--- src/rtl/scan_pkg.sv ---
// Shared state encoding and defaults for the scan_sel4 channel scanner.
// Defining SCAN_BLANK_EN adds the per-slot BLANK state.
package scan_pkg;

   localparam int unsigned DivDefault   = 50000;
   localparam int unsigned BlankDefault = 4;
   localparam int unsigned MaxWidth     = 64;
   localparam logic [MaxWidth-1:0] AllOnes = '1;

`ifdef SCAN_BLANK_EN
   typedef enum logic [1:0] {StIdle, StShow, StBlank} scan_state_e;
`else
   typedef enum logic [1:0] {StIdle, StShow} scan_state_e;
`endif

   function automatic int unsigned cnt_width(input int unsigned div);
      return (div > 1) ? $clog2(div) : 1;
   endfunction

endpackage

--- src/rtl/scan_tick.sv ---
// Slot prescaler for scan_sel4: counts 0..DIV-1 while running and pulses tc_o on the
// terminal count. Held at zero by rst or while not running.
module scan_tick
   import scan_pkg::*;
#(
   parameter int unsigned DIV  = DivDefault,
   parameter int unsigned CntW = cnt_width(DIV)
) (
   input  logic            clk,
   input  logic            rst,
   input  logic            run_i,
   output logic [CntW-1:0] cnt_o,
   output logic            tc_o
);

   logic [CntW-1:0] cnt_q, cnt_d;

   assign tc_o  = run_i && (cnt_q == CntW'(DIV - 1));
   assign cnt_o = cnt_q;

   always_comb begin
      cnt_d = cnt_q + 1'b1;
      if (!run_i || tc_o) begin
         cnt_d = '0;
      end
   end

   always_ff @(posedge clk) begin
      if (rst) begin
         cnt_q <= '0;
      end else begin
         cnt_q <= cnt_d;
      end
   end

endmodule

--- src/rtl/scan_sel4.sv ---
// Four-channel time-multiplexed scanner with double-buffered channel words.
// Optional SCAN_BLANK_EN blanks the first BLANK cycles of every channel slot.
module scan_sel4
   import scan_pkg::*;
#(
   parameter int unsigned WIDTH = 8,
   parameter int unsigned DIV   = DivDefault,
   parameter int unsigned BLANK = BlankDefault
) (
   input  logic               clk,
   input  logic               rst,
   input  logic               enable,
   input  logic               load_valid,
   output logic               load_ready,
   input  logic [4*WIDTH-1:0] load_data,
   output logic [WIDTH-1:0]   D,
   output logic               s1,
   output logic               s0,
   output logic               frame_done
);

   localparam int unsigned CntW = cnt_width(DIV);
   localparam logic [WIDTH-1:0] BlankWord = AllOnes[WIDTH-1:0];

`ifdef SCAN_BLANK_EN
   localparam scan_state_e SlotStart = (BLANK > 0) ? StBlank : StShow;
`else
   localparam scan_state_e SlotStart = StShow;
`endif

   scan_state_e        state_q, state_d;
   logic [1:0]         chan_q, chan_d;
   logic [4*WIDTH-1:0] active_q, active_d;
   logic [4*WIDTH-1:0] pending_q, pending_d;
   logic               pending_full_q, pending_full_d;
   logic [WIDTH-1:0]   d_q, d_d;
   logic [1:0]         sel_q, sel_d;
   logic               frame_done_q, frame_done_d;
   logic [CntW-1:0]    cnt;
   logic               tick;
   logic               run;
   logic               accept;
   logic               wrap;

   assign run = enable && (state_q != StIdle);

   scan_tick #(
      .DIV  (DIV),
      .CntW (CntW)
   ) u_tick (
      .clk   (clk),
      .rst   (rst),
      .run_i (run),
      .cnt_o (cnt),
      .tc_o  (tick)
   );

`ifndef SCAN_BLANK_EN
   logic unused_cfg;
   assign unused_cfg = ^{cnt, BLANK};
`endif

   always_comb begin
      state_d        = state_q;
      chan_d         = chan_q;
      active_d       = active_q;
      pending_d      = pending_q;
      pending_full_d = pending_full_q;
      frame_done_d   = 1'b0;
      wrap           = 1'b0;
      accept         = load_valid && !pending_full_q;

      if (!enable) begin
         state_d = StIdle;
         chan_d  = 2'd0;
      end else if (state_q == StIdle) begin
         state_d = SlotStart;
      end else if (tick) begin
         state_d = SlotStart;
         chan_d  = chan_q + 2'd1;
         wrap    = (chan_q == 2'd3);
`ifdef SCAN_BLANK_EN
      end else if (state_q == StBlank && cnt == CntW'(BLANK - 1)) begin
         state_d = StShow;
`endif
      end

      // A load taken in the wrap cycle only stages; active changes at the next wrap.
      if (accept) begin
         pending_d      = load_data;
         pending_full_d = 1'b1;
      end
      if (wrap) begin
         frame_done_d = 1'b1;
         if (pending_full_q) begin
            active_d       = pending_q;
            pending_full_d = 1'b0;
         end
      end

      // Outputs are registered, so derive them from the next state.
      sel_d = chan_d;
      d_d   = active_d[32'(chan_d) * WIDTH +: WIDTH];
      if (state_d != StShow) begin
         d_d = BlankWord;
      end
      if (state_d == StIdle) begin
         sel_d = 2'd0;
      end
   end

   always_ff @(posedge clk) begin
      if (rst) begin
         state_q        <= StIdle;
         chan_q         <= 2'd0;
         active_q       <= '1;
         pending_q      <= '1;
         pending_full_q <= 1'b0;
         d_q            <= BlankWord;
         sel_q          <= 2'd0;
         frame_done_q   <= 1'b0;
      end else begin
         state_q        <= state_d;
         chan_q         <= chan_d;
         active_q       <= active_d;
         pending_q      <= pending_d;
         pending_full_q <= pending_full_d;
         d_q            <= d_d;
         sel_q          <= sel_d;
         frame_done_q   <= frame_done_d;
      end
   end

   assign load_ready = !pending_full_q;
   assign D          = d_q;
   assign s1         = sel_q[1];
   assign s0         = sel_q[0];
   assign frame_done = frame_done_q;

endmodule

--- config.mk ---
export PLATFORM = sky130hd
export DESIGN_NAME = scan_sel4
export DESIGN_NICKNAME = d
export VERILOG_FILES = /design/src/rtl/scan_pkg.sv /design/src/rtl/scan_tick.sv /design/src/rtl/scan_sel4.sv
export SDC_FILE = /design/constraint.sdc
export NUM_CORES = 1
export LEC_CHECK = 0
export BUFFER_PORTS_ARGS = -buffer_cell sky130_fd_sc_hd__buf_2
export CAP_MARGIN = 20
export CORE_UTILIZATION = 30
export DETAILED_ROUTE_END_ITERATION = 7
export GPL_TIMING_DRIVEN = 0
export PLACE_DENSITY_LB_ADDON = 0.15
export SLEW_MARGIN = 20
export SYNTH_ARGS = -nofsm -noshare
export SYNTH_HDL_FRONTEND = slang
export SYNTH_SLANG_ARGS = --single-unit
--- constraint.sdc ---
create_clock -name clk -period 5.05 [get_ports clk]
set_input_delay 0.505 -clock clk [delete_from_list [all_inputs] [get_ports clk]]
set_output_delay 0.505 -clock clk [all_outputs]
set_load 0.1 [all_outputs]
Word level (Yosys, flattened, before mapping)
Cells that the tools add are included.
{"block": "totals", "in_bits": 36, "mem_bits_ro": 0, "ff_bits": 96, "elab_cells": 42, "mem_bits_rw": 0, "output_inout_bits": 12, "latchBits": 0, "memories": 0}
{"block": "classes", "mul": 0, "mux": 15, "addsub": 2, "n_shift": 1, "order_cmp": 0, "n_div": 0, "reduce_logical": 12, "n_eq_ne": 3, "bitwise_logic": 0}
{"operator": "2-to-1 mux 32 bit", "count": 2}
{"operator": "indexed part select 32 x 6 -> 8 bit", "count": 1}
{"operator": "adder 16 x 1 -> 16 bit, second input constant", "count": 1}
{"operator": "equality test 16 bit, second input constant", "count": 1}
{"operator": "2-to-1 mux 2 bit", "count": 6}
{"operator": "2-to-1 mux 1 bit", "count": 7}
{"operator": "OR reduction 2 bit", "count": 3}
{"operator": "zero test 2 bit", "count": 2}
{"operator": "logical AND 1 bit", "count": 3}
{"operator": "adder 2 x 1 -> 2 bit, second input constant", "count": 1}
{"operator": "equality test 2 bit, second input constant", "count": 1}
{"operator": "zero test 1 bit", "count": 2}
{"operator": "inequality test 2 x 1 -> 1 bit, second input constant", "count": 1}
{"operator": "nonzero test 2 bit", "count": 1}
{"operator": "logical OR 1 bit", "count": 1}

Longest topological paths before layout
{"block": "logic_depth", "depth_word": 8, "mapped_depth": 11, "ltp_nobuf": 7}

Cells and area by module
A second synthesis with hierarchy kept.
{"block": "unflattened", "hier_cells": 423, "hier_area_um2": 4037.6}
{"mod": "scan_sel4", "area_each_um2": 3318.2, "instances": 1, "seq_area_each_um2": 1601.5, "cells_each": 342}
{"mod": "scan_tick", "area_each_um2": 719.4, "instances": 1, "seq_area_each_um2": 320.3, "cells_each": 81}

Worst setup path after synthesis
Ideal clock, no wire load.
{"block": "synth_path", "path_kind": "reg-to-reg", "from": "reg u_tick.cnt_q[0] (netlist: u_tick.cnt_o[0])", "to": "reg d_q[1] (netlist: D[1])", "setup_time_ps": 127, "setup_slack_ps": 2840, "synth_period_minus_slack_ps": 2210, "arrival_time_ps": 2084, "stages_incl_launch_ff": 11, "path_buffers": 3, "cell_sequence": "dfxtp_1 -> ha_1 -> and3_1 -> buf_2 -> and4_2 -> buf_2 -> mux2_4 -> clkbuf_1 -> and3_1 -> o311ai_0 -> nor2_1"}
{"block": "synth_between", "elab_chain_cells": 7, "elab_cells_between_ends": 15, "cone_classes": "2 x eq/ne; 1 x shift; 10 x mux; 2 x reduce/logical"}
{"item": "from (decl)", "line": "scan_tick.sv:16", "rtl": "logic [CntW-1:0] cnt_q, cnt_d;"}
{"item": "from (signal assigned)", "line": "scan_tick.sv:32", "rtl": "cnt_q <= cnt_d;"}
{"item": "equality test 16 bit (*)", "line": "scan_tick.sv:18", "rtl": "assign tc_o = run_i && (cnt_q == CntW'(DIV - 1));"}
{"item": "logical AND 1 bit (*)", "line": "scan_tick.sv:18"}
{"item": "2-to-1 mux 1 bit / 2-to-1 mux 2 bit (equally long branches)", "line": "scan_sel4.sv:78", "rtl": "end else if (tick) begin"}
{"item": "2-to-1 mux 1 bit / 2-to-1 mux 2 bit (equally long branches)", "line": "scan_sel4.sv:76", "rtl": "end else if (state_q == StIdle) begin"}
{"item": "2-to-1 mux 1 bit / 2-to-1 mux 2 bit (equally long branches)", "line": "scan_sel4.sv:73", "rtl": "if (!enable) begin"}
{"item": "2-to-1 mux 32 bit / inequality test 2 x 1 -> 1 bit (equally long branches)", "line": "scan_sel4.sv:93, scan_sel4.sv:104"}
{"item": "indexed part select 32 x 6 -> 8 bit / OR reduction 2 bit (equally long branches)"}
{"item": "to (signal assigned)", "line": "scan_sel4.sv:119", "rtl": "d_q <= BlankWord;"}
{"item": "to (decl)", "line": "scan_sel4.sv:36", "rtl": "logic [WIDTH-1:0] d_q, d_d;"}
Mark *: on every way between the ends. The rest lies on a longest branch, timed or not.
A chain may end at the register's enable or synchronous reset.

Worst setup path after layout
{"block": "layout_path", "from": "reg u_tick.cnt_q[0] (netlist: u_tick.cnt_o[0])", "to": "reg d_q[6] (netlist: D[6])"}
The elaborated chain is that of the path after synthesis.

==> out/metrics.yaml <==
timing:
  maxSlewViolCount: 0
  slew_headroom_pct: 35.5
  period_minus_slack_ns: 2.90
  period_share_pct: 57.4
  setup_slack_ns: 2.15
  rsz0062_at_grt: "no"
  worst_pin_slew_ns: 0.941
  clock.fmax_mhz: 345
  setup_viol: 0
  clock_skew_ns: 0.00938
  finalHoldViolations: 0
  setup_tns_ns: 0
global_routing:
  grt_usage_pct: 18.1
  grt_pass1_vias: 3682
  grt_pass1_wl_um: 19800
  antenna_found_initial: 0
  overflow: 0
  grt_max_degree: 16
placed_design:
  io_buffer_count: 47
  place_congestion: 0.849
  dp_slack_ns: 2.27
  dp_hpwl_um: 8660
logic_synthesis:
  ys_warn_count: 0
  synth-edff-count: 0
  synth_ff_type: "dfxtp_1"
  synth_area_sq_mm: 0.00427
  synthesis.nets: 483
  ys_seq_area_share_pct: 45.1
  synth_top_area_share_pct: 45.1
  yosys-top-cells-area: "dfxtp_1 (45%), a211o_1 (14%), nor2b_1 (9.8%)"
  yosys.area.top_type: "dfxtp_1"
  synthCells: 445
  synth.avg_cell_area_sq_um: 9.59
  ys_ff_latch: 96
  synthArstFlopShare_pct: 0
  synth_cell_types: 42
clock_tree:
  clockBufferDepth: 2
  cts_hold_buf: 0
  post-cts-setup-buffers: 0
  cts_resized: 0
  cts_num_sinks: 96
  numCtsBuffers: 9
  insertion_delay_ns: 0.36
  h-tree-depth: 3
  root_buffer: "clkbuf_16"
  clk_pin_slew_ns: 0.07
  cts_tree: "built"
detailed_routing:
  drt-vias-per-instance: 5.21
  drt_drc_violations_left: 0
  vias: 3585
  wire_per_inst_um: 17.6
  dr.pass1.iters: 4
  ant_nets: 0
  drt-total-wl_um: 12100
  first_iter_violations: 193
setup_path:
  start_kind: "register"
  endpoint: "D[6]$_SDFF_PP1_"
  path_max_fanout: 9
  r2r-start: "u_tick.cnt_o[0]$_SDFF_PP0_"
  setup.worst_path.start: "u_tick.cnt_o[0]$_SDFF_PP0_"
  cp-end-kind: "register"
  r2r_slack_ns: 2.15
  worstSetupPathType: "reg2reg"
  reg2reg_depth: 8
  arrival_ns: 3.13
  required_ns: 5.28
  r2r-end: "D[6]$_SDFF_PP1_"
cells_and_area:
  layout_commonest_cell: "dfxtp_1"
  finish.utilization_pct: 36.1
  nets: 541
  diodes: 0
  layout_common_cells: "dfxtp_1 (96), a211o_1 (68), nor2b_1 (67)"
  syn2layout_area_growth_pct: 17.6
  drive_above_1_share_pct: 17.1
floorplanning:
  rows: 43
  dieArea_sq_mm: 0.0147
  die_w_um: 121
  core_sq_mm: 0.0139
  initial_utilization_pct: 30.7
  num_io_pins: 48
  dieHeight_um: 121
power:
  leakagePower_uw: 0.00174
  ir_drop_mv: 0.191
  power.density_mw_per_mm2: 314
status:
  status: "completed"
hold_path:
  holdPathStages: 2
  min_path_type: "in2reg"
run:
  cap_violations: 0
-- flip-flops by register name, indices dropped and copies added, names as in the netlist, 2 cells and up --
signal,count
D,8
active_q,32
chan_q,2
pending_q,32
sel_q,2
state_q,2
u_tick.cnt_o,16
-- logic make-up (layout without fill, tap and decap cells) --
family / after synthesis / in the layout / share of synthesized area (%)
buffers and inverters: 40 / 103 / 3.84
AND/OR/NAND/NOR: 173 / 173 / 24.1
multiplexers: 2 / 2 / 0.587
XOR/XNOR: 12 / 12 / 2.46
flip-flops: 96 / 96 / 45.1
AO/OA/AOI/OAI: 120 / 120 / 23.4
adder cells (fa/ha/maj): 2 / 2 / 0.587
-- metrics by stage --
step           instance area [sq um]  total power (uW)  hold WS (ns)  cells
6_report                        5010              1570         0.346    688
5_1_grt                         5010              1640         0.336    688
4_1_cts                         5010              1600         0.338    688
3_5_place_dp                    4730               914         0.434    672
3_3_place_gp                    4730               912         0.429    672
2_1_floorplan                   4270               870         0.413    445
-- cells in the mapped netlist (2+ instances only) --
library cell / number
buf_1: 3
and3_1: 26
o311ai_0: 5
xnor2_1: 7
o311ai_1: 3
a211o_1: 68
clkbuf_1: 22
a21boi_0: 8
a21oi_1: 6
and4_2: 2
nor2b_1: 67
nor2_1: 26
nor3_1: 5
and4bb_2: 2
o21ai_0: 3
a211o_2: 4
nand3_1: 10
or4_1: 9
a211oi_1: 15
inv_1: 4
buf_2: 11
or3_1: 4
nor4_1: 3
nand2_1: 12
a21o_1: 3
xor2_1: 5
dfxtp_1: 96
ha_1: 2
-- critical path, cell delays in order, from the launching register on --
cell      delay, ns
dfxtp_1        0.35
ha_1           0.18
and3_1         0.15
buf_2          0.15
nand4_2        0.16
nor2_1         0.31
mux2i_1        0.83
o221ai_1       0.26
a211oi_1       0.39
-- per-layer routing --
metal	track usage [%]	share of wire, %	vias up
li1	-	-	1750
met1	22.8	46	1727
met2	29.5	47	91
met3	4.89	4.8	17
met4	6.79	2.2	0
met5	0	0	-
-- report_power, final --
part           switching, uW  internal [uW]  total, uW
sequential              19.5            779        798
clock                    295            384        679
combinational           54.8           42.7       97.4
-- area by class of cell --
cell class              instances  area, sq um
fillers                      1463         8870
multi-input cells             309         2180
flip-flops and latches         96         1920
repair buffers                 47          235
clock buffers                  11          233
well taps                     180          225
plain buffers                  36          149
clock inverters                 5         56.3
inverters                       4         15.0
-- worst min-delay path by stage --
stage | to | startpoint
after floorplan | u_tick.cnt_o[0]$_SDFF_PP0_ | u_tick.cnt_o[0]$_SDFF_PP0_
after global placement | u_tick.cnt_o[0]$_SDFF_PP0_ | u_tick.cnt_o[0]$_SDFF_PP0_
after detailed placement | u_tick.cnt_o[0]$_SDFF_PP0_ | u_tick.cnt_o[0]$_SDFF_PP0_
after CTS | pending_q[26]$_SDFFE_PP1P_ | load_data[26]
after global routing | pending_q[26]$_SDFFE_PP1P_ | load_data[26]
final | pending_q[26]$_SDFFE_PP1P_ | load_data[26]
Note: power is estimated with default switching activity, not from simulation.
